[config.mk]
export PLATFORM = sky130hd
export DESIGN_NAME = mp3_frame_sequencer
export DESIGN_NICKNAME = d
export VERILOG_FILES = /design/src/rtl/mp3_frame_sequencer.sv
export SDC_FILE = /design/constraint.sdc
export NUM_CORES = 1
export LEC_CHECK = 0
export BUFFER_PORTS_ARGS = -buffer_cell sky130_fd_sc_hd__clkbuf_2
export CORE_MARGIN = 8
export CORE_UTILIZATION = 45
export DETAILED_ROUTE_END_ITERATION = 12
export PLACE_DENSITY = 0.62
export SKIP_LAST_GASP = 1
export SLEW_MARGIN = 20
export SYNTH_ARGS = -nofsm -noshare
export SYNTH_HDL_FRONTEND = slang
export SYNTH_SLANG_ARGS = --single-unit
[constraint.sdc]
create_clock -name clk -period 3.6 [get_ports clk]
set_clock_uncertainty 0.1 [all_clocks]
set_input_delay 0.36 -clock clk [delete_from_list [all_inputs] [get_ports clk]]
set_output_delay 0.36 -clock clk [all_outputs]
set_load 0.03 [all_outputs]
[src/rtl/mp3_frame_sequencer.sv]
// MPEG-1 Layer III frame sequencer: hunts frame sync, replays the header into the parser,
// then splits the frame body into CRC (dropped), side-info and main-data byte streams.
module mp3_frame_sequencer #(
    parameter int unsigned LOCK_FRAMES = 2,
    parameter int unsigned HDR_TIMEOUT = 3
) (
    input  logic        clk,
    input  logic        rst,
    input  logic [7:0]  axiid,
    input  logic        axiiv,
    output logic        axiir,
    output logic [7:0]  hdr_axiod,
    output logic        hdr_axiov,
    input  logic        hdr_axiiv,
    input  logic [10:0] hdr_frame_size,
    input  logic        hdr_prot,
    input  logic [1:0]  hdr_mode,
    output logic [7:0]  side_axiod,
    output logic        side_axiov,
    output logic [7:0]  main_axiod,
    output logic        main_axiov,
    output logic        frame_start,
    output logic        frame_done,
    output logic        bad_frame,
    output logic        sync_lost,
    output logic        locked
);

    localparam int unsigned TW = $clog2(HDR_TIMEOUT + 1);

    typedef enum logic [3:0] {
        StHunt, StSync2, StHdr34, StEmit, StWait, StCrc, StSide, StMain, StChk1, StChk2
    } state_e;

    state_e          state_q, state_d;
    logic [3:0][7:0] hdr_q, hdr_d;
    logic [1:0]      cnt_q, cnt_d;
    logic [TW-1:0]   tmr_q, tmr_d;
    logic [10:0]     rem_q, rem_d;
    logic [5:0]      side_cnt_q, side_cnt_d;
    logic [7:0]      lock_cnt_q, lock_cnt_d;

    logic       axiir_d, hdr_axiov_d, side_axiov_d, main_axiov_d;
    logic [7:0] hdr_axiod_d, side_axiod_d, main_axiod_d;
    logic       frame_start_d, frame_done_d, bad_frame_d, sync_lost_d, locked_d;
    logic       acc, is_ff, sync2_ok;

    assign acc      = axiiv && axiir;
    assign is_ff    = (axiid == 8'hFF);
    assign sync2_ok = (axiid[7:4] == 4'hF) && (axiid[3:1] == 3'b101);

    always_comb begin
        state_d       = state_q;
        hdr_d         = hdr_q;
        cnt_d         = cnt_q;
        tmr_d         = tmr_q;
        rem_d         = rem_q;
        side_cnt_d    = side_cnt_q;
        lock_cnt_d    = lock_cnt_q;
        locked_d      = locked;
        hdr_axiod_d   = 8'h00;
        hdr_axiov_d   = 1'b0;
        side_axiod_d  = 8'h00;
        side_axiov_d  = 1'b0;
        main_axiod_d  = 8'h00;
        main_axiov_d  = 1'b0;
        frame_start_d = 1'b0;
        frame_done_d  = 1'b0;
        bad_frame_d   = 1'b0;
        sync_lost_d   = 1'b0;

        unique case (state_q)
            StHunt: begin
                if (acc && is_ff) begin
                    hdr_d[0] = axiid;
                    state_d  = StSync2;
                end
            end
            StSync2: begin
                if (acc) begin
                    if (sync2_ok) begin
                        hdr_d[1] = axiid;
                        cnt_d    = 2'd0;
                        state_d  = StHdr34;
                    end else if (is_ff) begin
                        hdr_d[0] = axiid;
                    end else begin
                        state_d = StHunt;
                    end
                end
            end
            StHdr34: begin
                if (acc) begin
                    hdr_d[{1'b1, cnt_q[0]}] = axiid;
                    cnt_d = 2'd1;
                    // Byte 0 goes out with the last capture so the burst has no gap.
                    if (cnt_q[0]) begin
                        hdr_axiod_d = hdr_q[0];
                        hdr_axiov_d = 1'b1;
                        state_d     = StEmit;
                    end
                end
            end
            StEmit: begin
                hdr_axiod_d = hdr_q[cnt_q];
                hdr_axiov_d = 1'b1;
                cnt_d       = cnt_q + 2'd1;
                if (cnt_q == 2'd3) begin
                    tmr_d   = '0;
                    state_d = StWait;
                end
            end
            StWait: begin
                if (hdr_axiiv) begin
                    if (hdr_frame_size == 11'd0) begin
                        bad_frame_d = 1'b1;
                        lock_cnt_d  = 8'd0;
                        locked_d    = 1'b0;
                        state_d     = StHunt;
                    end else begin
                        frame_start_d = 1'b1;
                        rem_d         = hdr_frame_size - 11'd4;
                        side_cnt_d    = (hdr_mode == 2'b11) ? 6'd17 : 6'd32;
                        cnt_d         = 2'd0;
                        state_d       = hdr_prot ? StSide : StCrc;
                    end
                end else if (tmr_q == TW'(HDR_TIMEOUT)) begin
                    bad_frame_d = 1'b1;
                    state_d     = StHunt;
                end else begin
                    tmr_d = tmr_q + 1'b1;
                end
            end
            StCrc: begin
                if (acc) begin
                    rem_d = rem_q - 11'd1;
                    cnt_d = cnt_q + 2'd1;
                    if (cnt_q[0]) state_d = StSide;
                end
            end
            StSide: begin
                if (acc) begin
                    side_axiod_d = axiid;
                    side_axiov_d = 1'b1;
                    rem_d        = rem_q - 11'd1;
                    side_cnt_d   = side_cnt_q - 6'd1;
                    if (side_cnt_q == 6'd1) state_d = StMain;
                end
            end
            StMain: begin
                if (acc) begin
                    main_axiod_d = axiid;
                    main_axiov_d = 1'b1;
                    rem_d        = rem_q - 11'd1;
                    if (rem_q == 11'd1) begin
                        frame_done_d = 1'b1;
                        state_d      = StChk1;
                    end
                end
            end
            StChk1, StChk2: begin
                if (acc) begin
                    if (state_q == StChk1 && is_ff) begin
                        hdr_d[0] = axiid;
                        state_d  = StChk2;
                    end else if (state_q == StChk2 && sync2_ok) begin
                        hdr_d[1] = axiid;
                        cnt_d    = 2'd0;
                        state_d  = StHdr34;
                        if (lock_cnt_q < 8'(LOCK_FRAMES)) lock_cnt_d = lock_cnt_q + 8'd1;
                        locked_d = (lock_cnt_d >= 8'(LOCK_FRAMES));
                    end else begin
                        sync_lost_d = locked;
                        lock_cnt_d  = 8'd0;
                        locked_d    = 1'b0;
                        // An 0xFF that fails the second-byte test may itself start a sync.
                        if (state_q == StChk2 && is_ff) begin
                            hdr_d[0] = axiid;
                            state_d  = StSync2;
                        end else begin
                            state_d = StHunt;
                        end
                    end
                end
            end
            default: state_d = StHunt;
        endcase

        axiir_d = !(state_d inside {StEmit, StWait});
    end

    always_ff @(posedge clk or posedge rst) begin
        if (rst) begin
            state_q     <= StHunt;
            hdr_q       <= '0;
            cnt_q       <= 2'd0;
            tmr_q       <= '0;
            rem_q       <= 11'd0;
            side_cnt_q  <= 6'd0;
            lock_cnt_q  <= 8'd0;
            axiir       <= 1'b1;
            hdr_axiod   <= 8'h00;
            hdr_axiov   <= 1'b0;
            side_axiod  <= 8'h00;
            side_axiov  <= 1'b0;
            main_axiod  <= 8'h00;
            main_axiov  <= 1'b0;
            frame_start <= 1'b0;
            frame_done  <= 1'b0;
            bad_frame   <= 1'b0;
            sync_lost   <= 1'b0;
            locked      <= 1'b0;
        end else begin
            state_q     <= state_d;
            hdr_q       <= hdr_d;
            cnt_q       <= cnt_d;
            tmr_q       <= tmr_d;
            rem_q       <= rem_d;
            side_cnt_q  <= side_cnt_d;
            lock_cnt_q  <= lock_cnt_d;
            axiir       <= axiir_d;
            hdr_axiod   <= hdr_axiod_d;
            hdr_axiov   <= hdr_axiov_d;
            side_axiod  <= side_axiod_d;
            side_axiov  <= side_axiov_d;
            main_axiod  <= main_axiod_d;
            main_axiov  <= main_axiov_d;
            frame_start <= frame_start_d;
            frame_done  <= frame_done_d;
            bad_frame   <= bad_frame_d;
            sync_lost   <= sync_lost_d;
            locked      <= locked_d;
        end
    end

endmodule

== Word-level counts from Yosys, hierarchy flattened ==
Cells that the tools add are included.
Storage, ports and cells
  register bits: 98
  input bits: 26
  output and inout bits: 33
  word-level logic and storage cells: 207
Operators by class
  add/sub/neg operators: 6
  $lt $le $gt $ge: 5
  equal/unequal tests: 39
  mux-type cells: 107
  reduce and logical (&&, ||, !) cells: 28
Operators with widths (number)
  2-to-1 mux 8 bit: 26
  2-to-1 mux 4 bit: 18
  2-to-1 mux 16 bit: 3
  one-hot mux 4 bit (9 select lines): 1
  != test 2 bit (second input constant): 17
  2-to-1 mux 11 bit: 3
  bitwise mux 32 bit: 1
  one-hot mux 8 bit (2 select lines): 2
  one-hot mux 8 bit (4 select lines): 1
  2-to-1 mux 2 bit: 13
  2-to-1 mux 1 bit: 25
  2-to-1 mux 6 bit: 4
  one-hot mux 8 bit (3 select lines): 1
  one-hot mux 11 bit (2 select lines): 1
  equality test 4 x 3 -> 1 bit (second input constant): 5
  binary-select mux 8 bit (select 2 bit): 1
  equality test 4 x 2 -> 1 bit (second input constant): 3
  equality test 4 bit (second input constant): 3
  one-hot mux 2 bit (6 select lines): 1
  one-hot mux 6 bit (2 select lines): 1
  AND reduction 4 bit: 3
  equality test 11 x 1 -> 1 bit (second input constant): 1
  logical NOT 11 bit: 1
  subtractor 11 x 1 -> 11 bit (second input constant): 1
  other kinds (33): 49

== Longest topological paths before layout ==
Gate-level depths: netlist of run 1.
  depth after elaboration: 12
  gate-level depth with buffers: 8
  gate-level depth less buffers: 8

== Worst setup path after synthesis of run 1 ==
No wires, ideal clock.
  path kind: register to register
  start: register, netlist name axiir
  end: register tmr_q[0]
  setup time: 0.132 ns
  arrival: 1.883 ns
  required time: 3.368 ns
  path slack: 1.486 ns
  stages on the path, launching flop included: 8
  buffers on the path: 1
  clock period less this slack: 2.114 ns
  cells stage by stage: dfstp_2 and2_1 clkbuf_1 nand4_1 nor2b_1 nand4bb_1 nor3_1 a21oi_1
RTL lines
  end signal, assigned: line 217  | tmr_q <= tmr_d;
  end, declared: line 38  | logic [TW-1:0] tmr_q, tmr_d;

== Worst setup path in the final report of run 1 ==
  start: register state_q[1]
  end: register axiir
Between the ends
  word-level cells in the longest chain between the ends: 10
  elaborated cells on any way between the ends: 38
  those cells by class: eq/ne (11); mux (20); reduce/logical (7)
RTL lines
  start, declared: line 35  | state_e state_q, state_d;
  start signal, assigned: line 194  | state_q <= StHunt;
  start signal, assigned: line 214  | state_q <= state_d;
  equality test 4 bit: line 72, 166, 177
  logical AND 1 bit: line 177  | if (state_q == StChk2 && is_ff) begin
  2-to-1 mux 1 bit: line 177
  2-to-1 mux 4 bit: line 166  | end else if (state_q == StChk2 && sync2_ok) begin
  2-to-1 mux 4 bit: line 163  | if (state_q == StChk1 && is_ff) begin
  2-to-1 mux 4 bit: line 162  | if (acc) begin
  one-hot mux 4 bit (9 select lines) (*): line 72  | unique case (state_q)
  equality test 4 x 2 -> 1 bit or equality test 4 x 3 -> 1 bit (tied branches): line 189  | axiir_d = !(state_d inside {StEmit, StWait});
  nonzero test 2 bit (*): line 189
  logical NOT 1 bit (*): line 189
  net axiir_d: line 43  | logic axiir_d, hdr_axiov_d, side_axiov_d, main_axiov_d;
  end signal, assigned: line 221  | axiir <= axiir_d;
  end, declared: line 11  | output logic axiir,
The timed path passes the listed nets; every way through them passes the cells marked *.
A chain may end at the register's enable or synchronous reset.

==> flow_summary.json, run 1 <==
{
  "synthFlopType": "dfrtp_1",
  "cts.repair.resized": 0,
  "totalWireLength_um": 10600,
  "start_util": 0.458,
  "worst_pin_slew_ns": 0.986,
  "synth_seq_area_share": 0.523,
  "yosysWarnings": 0,
  "status": "complete, no violations",
  "hold_path.class": "in2async",
  "htree_num_levels": 3,
  "grt_pass1_vias": 3468,
  "rsz0062_at_grt": "false",
  "ys_seq_elements": 98,
  "antenna_found_initial": 0,
  "internal-power_w": 0.00173,
  "cts_buffers": 9,
  "r2r_slack_ns": 1.05,
  "synth_cell_types": 55,
  "final_cell_count_no_fill": 644,
  "remaining_drc_errors": 0,
  "power_leakage_nw": 2.56,
  "grt_pass1_wl_um": 18000,
  "fmax_mhz": 392,
  "clock_sinks": 98,
  "ys_async_sr_fraction": 1.00,
  "syn_area_sq_um": 4690,
  "maxCapViolCount": 0,
  "cts_hold_buf": 0,
  "die-area_sq_um": 13900,
  "die_width_um": 118,
  "r2r_cells": 6,
  "period_minus_slack_ns": 2.55,
  "critPathLaunchType": "flop",
  "drtIter0Drc": 228,
  "grt_usage": 0.158,
  "switching_share": 0.265,
  "clk_pin_slew_ns": 0.09,
  "critPathArrivalTime_ns": 2.74,
  "seqPwrFrac": 0.531,
  "cp-end-kind": "flop",
  "r2r-start": "state_q[1]",
  "root_buffer": "clkbuf_8",
  "synthToLayoutAreaGrowth_pct": 14.0,
  "synth_edf_count": 0,
  "drive_gt1_frac": 0.252,
  "switchingPower_w": 0.000624,
  "grt_max_degree": 74,
  "slew_headroom": 0.342,
  "routed_via_density": 5.41,
  "p_per_area_nw_per_um2": 441,
  "r2r-end": "axiir",
  "num-nets-final": 538,
  "wl_per_cell_um": 16.4,
  "synth_fp_nets": 478,
  "grt.overflow.total": 0,
  "cts_setup_buffers": 0,
  "cp_max_fo": 17,
  "num_rows": 37,
  "portBuffers": 58,
  "worstSetupPathType": "reg2reg",
  "coreArea_sq_um": 10200,
  "die_h_um": 118,
  "hold_viol_final": 0,
  "syn_inst": 443,
  "pwr-share-comb": 0.143,
  "slew_viol_final": 0,
  "vias": 3486,
  "fin_setup_tns_ns": 0,
  "io_pins": 59,
  "ant_nets": 0,
  "setup_viol": 0,
  "hpwl_um": 7640,
  "ctsLongestPathBuffers": 2,
  "diodes": 0,
  "power_frac_clock": 0.326,
  "startpoint": "state_q[1]",
  "fin_crit_sh": 0.709,
  "firstDrtPassIters": 4,
  "gp_congestion": 0.886,
  "clkLatencyLatePin_ns": 0.37,
  "cts_tree": "built",
  "avgSynthCellArea_sq_um": 10.6,
  "irDropWorstVdd_uv": 190,
  "cp.required_ns": 3.79,
  "dp_cells": 628
}
==> Yosys cell counts (3+ instances only) <==
master     n  area [sq um]
and2_1    23           144
or2_2     15          93.8
o22ai_1    4          25.0
ha_1       9           113
mux4_2     8           180
nor3_1    13          65.1
clkbuf_1   5          18.8
nand2b_1   6          37.5
nand4_1    5          31.3
o31ai_1    3          22.5
mux2_2    18           203
dfrtp_1   97          2430
nand3_1   10          50.1
buf_2      6          30.0
o211ai_1   3          22.5
nor2_1    36           135
a21oi_1   21           105
xor2_1     6          52.6
nor2b_1    5          31.3
nor4_1     6          37.5
nand2_1   34           128
xnor2_1    4          35.0
and3_1     5          31.3
o21ai_0   35           175
a31oi_1    5          31.3
inv_1     23          86.3
==> cell families (layout without fill, tap and decap cells) <==
logic type                 after synthesis  after routing  synth area share
AOI/OAI and AO/OA                       88             88             0.111
xor gates and xnor gates                10             10            0.0187
adders and majority gates                9              9            0.0240
buffers and inverters                   36            101            0.0320
DFF                                     98             98             0.523
muxes                                   28             28            0.0859
and+or+nand+nor                        174            174             0.205
==> layer usage <==
| layer | vias up | track usage | share of wire |
|---|---|---|---|
| li1 | 1684 | - | - |
| met1 | 1708 | 0.219 | 0.49 |
| met2 | 87 | 0.238 | 0.45 |
| met3 | 7 | 0.0422 | 0.052 |
| met4 | 0 | 0.0432 | 0.0079 |
| met5 | - | 0 | 0 |
==> area by class of cell <==
cell class,instances,area (sq um)
clock inverter,4,56.3
tap,136,170
inverter,23,88.8
clock buffer,12,165
timing repair buffer,62,320
multi-input combinational,309,2090
fill,916,4890
sequential,98,2450
==> flip-flops by register name, indices dropped and copies added (netlist names) <==
register     count
axiir            1
bad_frame        1
cnt_q            2
frame_done       1
frame_start      1
hdr_axiod        8
hdr_axiov        1
hdr_q           32
lock_cnt_q       8
locked           1
main_axiod       8
main_axiov       1
rem_q           11
side_axiod       8
side_axiov       1
side_cnt_q       6
state_q          4
sync_lost        1
tmr_q            2
==> metrics by stage <==
stage                     total power [W]  instance area, sq um  hold slack (ns)  utilization  setup slack [ns]
after floorplan                   0.00152                  4690            0.334            -             0.580
after global placement            0.00160                  5120            0.347        0.500              1.10
after detailed placement          0.00161                  5120            0.357        0.500             0.985
after CTS                         0.00238                  5340            0.106        0.522             0.972
after global routing              0.00247                  5350            0.136        0.522             0.810
final                             0.00236                  5350           0.0705        0.522              1.05
==> worst max-delay path by stage <==
stage	end	slack [ns]
4_1_cts	rem_q[4]	0.97
6_report	axiir	1.05
3_5_place_dp	rem_q[4]	0.98
3_3_place_gp	axiir	1.10
5_1_grt	axiir	0.81
2_1_floorplan	bad_frame	0.58
==> cells in the final DEF (no fill, tap or decap), types with 3 or more instances in the layout <==
cell type | synthesis | final
xor2_1 | 6 | 6
o211ai_1 | 3 | 3
clkbuf_8 | 0 | 12
nor3_1 | 13 | 13
nand3_1 | 10 | 10
nand2b_1 | 6 | 6
o21ai_0 | 35 | 35
ha_1 | 9 | 9
xnor2_1 | 4 | 4
a21oi_1 | 21 | 21
mux4_2 | 8 | 8
nor4_1 | 6 | 6
a31oi_1 | 5 | 5
mux2_2 | 18 | 18
and2_1 | 23 | 23
nor2b_1 | 5 | 5
or2_2 | 15 | 15
inv_1 | 23 | 22
nand4_1 | 5 | 5
dfrtp_1 | 97 | 97
nor2_1 | 36 | 36
nand2_1 | 34 | 34
o22ai_1 | 4 | 4
clkbuf_2 | 0 | 58
and3_1 | 5 | 5
buf_4 | 2 | 4
o31ai_1 | 3 | 3
==> critical path, stage by stage, from the launching register on <==
cell and delay [ns]:
dfrtp_1 0.67, or4b_1 0.64, nor2_4 0.47, a41oi_1 0.13
o2111ai_1 0.17, nor3_1 0.12, a31oi_1 0.17
==> power groups by stage <==
stage               Clock [W]  Combinational, W  Sequential, W
finish               0.000769          0.000337        0.00125
global placement            0          0.000333        0.00127
floorplan                   0          0.000289        0.00123
CTS                  0.000791          0.000341        0.00125
detailed placement          0          0.000340        0.00127
global route         0.000831          0.000374        0.00127
No activity file was read; power rests on OpenSTA's default activity.
==> run 2: changes to the inputs <==
- PLACE_DENSITY: 0.62 -> 0.65
- clock period: 3.6 -> 2.15 ns (I/O delays scaled with it)
==> flow_summary.json, run 2 (same netlist as run 1, synthesis figures left out) <==
{
  "status": "complete, no violations",
  "cp-end-kind": "flop",
  "rsz0062_at_grt": "true",
  "p_per_area_nw_per_um2": 682,
  "internal-power_w": 0.00279,
  "worst_pin_slew_ns": 0.511,
  "fin_ws_ns": 0.0619,
  "worstSetupPathType": "reg2reg",
  "irDropWorstVdd_uv": 317,
  "mostFrequentLayoutCell": "dfrtp_1",
  "die_width_um": 118,
  "die-area_sq_um": 13900,
  "critPathLaunchType": "flop",
  "fin_crit_sh": 0.971,
  "largest_reg_flops": 32,
  "setup_viol": 0,
  "switching_share": 0.285,
  "cts_buffers": 9,
  "coreArea_sq_um": 10200,
  "die_h_um": 118,
  "seqPwrFrac": 0.526,
  "totalWireLength_um": 10900,
  "slew_headroom": 0.658,
  "portBuffers": 58,
  "regMostFlops": "hdr_q",
  "remaining_drc_errors": 0,
  "final_cell_mix": "dfrtp_1 (94), clkbuf_2 (58), buf_4 (46), nor2_1 (35), nand2_1 (34)",
  "cp.required_ns": 2.34,
  "fmax_mhz": 479,
  "diodes": 0,
  "root_buffer": "clkbuf_8",
  "grt_usage": 0.163,
  "total_power_w": 0.00391,
  "place_ws_ns": -0.0416,
  "hold_path.class": "in2reg",
  "cts_tree": "built",
  "vias": 3637,
  "htree_num_levels": 3,
  "drtIter0Drc": 258,
  "grt.overflow.total": 0,
  "hold_viol_final": 0,
  "start_util": 0.458,
  "power_leakage_nw": 2.78,
  "gp_congestion": 0.847,
  "switchingPower_w": 0.00111,
  "drive_gt1_frac": 0.331,
  "cp_max_fo": 4,
  "clk_pin_slew_ns": 0.10,
  "routed_via_density": 5.28,
  "period_minus_slack_ns": 2.09,
  "critPathArrivalTime_ns": 2.28,
  "clkLatencyLatePin_ns": 0.36,
  "maxCapViolCount": 0,
  "num_rows": 37,
  "io_pins": 59,
  "wl_per_cell_um": 15.8,
  "grt_pass1_wl_um": 18700,
  "ant_nets": 0,
  "grt_pass1_vias": 3764,
  "pwr-share-comb": 0.187,
  "hpwl_um": 8010,
  "reg.largest.list": "hdr_q (32), rem_q (11)",
  "nFillCells": 886,
  "ctsLongestPathBuffers": 2,
  "power_frac_clock": 0.287,
  "slew_viol_final": 0,
  "clock_sinks": 98,
  "timing.hold.ws_ns": 0.0324,
  "firstDrtPassIters": 4,
  "synthToLayoutAreaGrowth_pct": 22.1,
  "num-nets-final": 583,
  "antenna_found_initial": 0,
  "grt_max_degree": 99
}
-- run 2: path summary, 6_finish.rpt --
path	startpoint	endpoint	slack, ns	depth (start not counted)
setup / recovery	axiir	axiir	0.06	6
hold / removal	hdr_frame_size[1]	rem_q[1]	0.03	3
setup reg to reg	axiir	axiir	0.06	6
hold reg to reg	hdr_q[15]	hdr_q[15]	0.38	1
max in group asynchronous	rst	state_q[1]	1.09	4
min in group asynchronous	rst	rem_q[1]	0.43	4
-- run 2: repair_timing --
item                                   in CTS  in global routing
setup buffers                               2                  0
pin swaps                                   1                  2
hold buffers                                2                  0
setup endpoints to repair                  11                 19
endpoints found under the hold margin      98                  0
gates resized for setup                     2                 16
-- run 2: power by group through the flow --
stage / combinational (W) / clock [W] / sequential [W]
finish: 0.000731 / 0.00112 / 0.00205
global placement: 0.000692 / 0 / 0.00208
detailed placement: 0.000708 / 0 / 0.00209
global route: 0.000805 / 0.00123 / 0.00207
floorplan: 0.000484 / 0 / 0.00206
CTS: 0.000718 / 0.00115 / 0.00205
-- run 2: stage by stage --
| step | setup TNS, ns | std cells | utilization | instance area [sq um] |
|---|---|---|---|---|
| 2_1_floorplan | 0 | 443 | - | 4690 |
| 3_3_place_gp | 0 | 669 | 0.532 | 5440 |
| 3_5_place_dp | -0.194 | 669 | 0.532 | 5440 |
| 4_1_cts | 0 | 689 | 0.554 | 5670 |
| 5_1_grt | -0.00136 | 689 | 0.560 | 5730 |
| 6_report | 0 | 689 | 0.560 | 5730 |
-- run 2: area by class of cell --
class | instances | area (sq um) | share of cell area
clock buffer | 9 | 124 | 0.0216
clock inverter | 7 | 60.1 | 0.0105
inverter | 23 | 90.1 | 0.0157
multi-input combinational | 309 | 2150 | 0.375
sequential | 98 | 2460 | 0.429
tap | 136 | 170 | 0.0297
timing repair buffer | 107 | 676 | 0.118
-- run 2: critical path: stages, from the launching register on --
cell	delay, ns
dfstp_2	0.58
nand2_1	0.14
buf_4	0.20
o21ai_1	0.21
o2111ai_2	0.20
or3_1	0.38
a31oi_1	0.21
-- run 2: layer usage --
metal  GRT usage  share of wire
met5           0              0
met3      0.0403          0.050
met2       0.260           0.47
met4      0.0448         0.0091
met1       0.216           0.47
==> run 3: changes to the inputs <==
- ABC_AREA: unset -> 1
- CORE_UTILIZATION: 45 -> 52
- PLACE_DENSITY: 0.65 -> 0.73
==> flow_summary.json, run 3 <==
{
  "mostFrequentLayoutCell": "nand2_1",
  "status": "complete, no violations",
  "grt_pass1_vias": 4127,
  "worst_pin_slew_ns": 0.606,
  "place_ws_ns": 0.137,
  "ys_async_sr_fraction": 1.00,
  "grt.overflow.total": 0,
  "syn_inst": 614,
  "hpwl_um": 8840,
  "cp.required_ns": 2.35,
  "synthToLayoutAreaGrowth_pct": 14.7,
  "setup_viol": 0,
  "worstSetupPathType": "reg2reg",
  "firstDrtPassIters": 5,
  "cts_setup_buffers": 0,
  "slew_headroom": 0.595,
  "remaining_drc_errors": 0,
  "antenna_found_initial": 0,
  "p_per_area_nw_per_um2": 1140,
  "critPathArrivalTime_ns": 2.25,
  "num-nets-final": 719,
  "reg.largest.list": "hdr_q (32), rem_q (11)",
  "hold_viol_final": 0,
  "io_pins": 59,
  "drive_gt1_frac": 0.177,
  "synth_most_common_cell": "nand2_1",
  "die_width_um": 113,
  "hold_path.class": "in2reg",
  "ant_nets": 0,
  "ys_seq_elements": 98,
  "gp_congestion": 0.895,
  "period_minus_slack_ns": 2.05,
  "clock_sinks": 98,
  "fin_crit_sh": 0.953,
  "totalWireLength_um": 11700,
  "synth_edf_count": 0,
  "grt_max_degree": 30,
  "die-area_sq_um": 12700,
  "diodes": 0,
  "vias": 4221,
  "synth_cell_types": 39,
  "avgSynthCellArea_sq_um": 7.90,
  "power_leakage_nw": 2.88,
  "yosysWarnings": 0,
  "root_buffer": "clkbuf_8",
  "irDropWorstVdd_uv": 581,
  "wl_per_cell_um": 14.6,
  "final_cell_count_no_fill": 800,
  "fin_setup_tns_ns": 0,
  "synth.largest_area_cell": "dfrtp_1",
  "cp_max_fo": 8,
  "routed_via_density": 5.28,
  "fin_ws_ns": 0.100,
  "fmax_mhz": 488,
  "synth_top_area_frac": 0.500,
  "ctsLongestPathBuffers": 2,
  "synth_seq_area_share": 0.506,
  "coreArea_sq_um": 9150,
  "synth_area_leaders": "dfrtp_1 (50%), nand2_1 (11%), nor2_1 (6.5%), o21ai_0 (6.1%), inv_1 (5.3%)",
  "synthFlopType": "dfrtp_1",
  "synth_fp_nets": 649,
  "critPathLaunchType": "flop",
  "dp_cells": 783,
  "num_rows": 35,
  "portBuffers": 58,
  "clkLatencyLatePin_ns": 0.36,
  "syn_area_sq_um": 4850,
  "htree_num_levels": 3,
  "maxCapViolCount": 0,
  "grt_pass1_wl_um": 19600,
  "drtIter0Drc": 284,
  "die_h_um": 113,
  "synthTopCellsByCount": "nand2_1 (143), dfrtp_1 (97), nor2_1 (84), inv_1 (68), o21ai_0 (59)",
  "nFillCells": 819,
  "largest_reg_flops": 32,
  "slew_viol_final": 0,
  "cp-end-kind": "flop",
  "rsz0062_at_grt": "true",
  "start_util": 0.530,
  "cts_buffers": 9,
  "regMostFlops": "hdr_q",
  "cts_tree": "built",
  "grt_usage": 0.189,
  "final_cell_mix": "nand2_1 (143), dfrtp_1 (97), nor2_1 (84), inv_1 (67), o21ai_0 (59)",
  "clk_pin_slew_ns": 0.11
}
-- run 3: logic make-up (layout without fill, tap and decap cells) --
group           Yosys count  count (layout)  synth area share
flops                    98              98             0.506
xor+xnor                  9               9            0.0163
fa+ha+maj                 9               9            0.0232
buf+inv                  94             169            0.0751
compound gates          119             119             0.135
simple gates            285             285             0.245
-- run 3: metrics by stage --
step	power, W	hold WS (ns)	instance area (sq um)	util
global route	0.00682	0.0483	5560	0.608
CTS	0.00634	0.0195	5550	0.607
finish	0.00634	0.0304	5560	0.608
detailed placement	0.00516	0.212	5350	0.585
global placement	0.00509	0.209	5350	0.585
floorplan	0.00445	0.263	4850	-
-- run 3: metal layers --
layer | track usage | part of all wire
met5 | 0 | 0
met4 | 0.0692 | 0.016
met3 | 0.0290 | 0.047
met2 | 0.301 | 0.47
met1 | 0.256 | 0.47
-- run 3: worst paths after layout --
path / from / endpoint / slack, ns / depth (start not counted)
max: axiir / hdr_q[2] / 0.10 / 7
min in group asynchronous: rst / hdr_q[4] / 0.35 / 3
min reg2reg: hdr_q[9] / hdr_q[9] / 0.37 / 2
max in group asynchronous: rst / axiir / 1.02 / 4
max reg2reg: axiir / hdr_q[2] / 0.10 / 7
min: axiid[6] / side_axiod[6] / 0.03 / 3
-- run 3: power by group --
group / internal (W) / switching [W]
clock network: 0.000480 / 0.000705
registers: 0.00231 / 0.000300
logic: 0.000820 / 0.00172
total: 0.00361 / 0.00273
-- run 3: worst max-delay path, cell delays in order (launching register included) --
cell and delay, ns:
dfstp_2 0.54, nand2_1 0.25, nand2_1 0.14, nor2_1 0.09, nor2_1 0.17, nand2_1 0.07, or3_1 0.50, nand2_1 0.12
-- run 3: final cells by class --
type                       count  area [sq um]  share of cell area
multi-input combinational    422          2040               0.367
inverter                      80           304              0.0547
sequential                    98          2450               0.441
clock inverter                 6          56.3              0.0101
timing repair buffer          73           430              0.0774
tap                          111           139              0.0250
clock buffer                  10           138              0.0247
-- run 3: what timing repair did --
item / CTS / global route
endpoints found under the hold margin: 23 / 0
gates resized for setup: 0 / 1
setup endpoints to repair: 0 / 3
hold buffers: 1 / 0
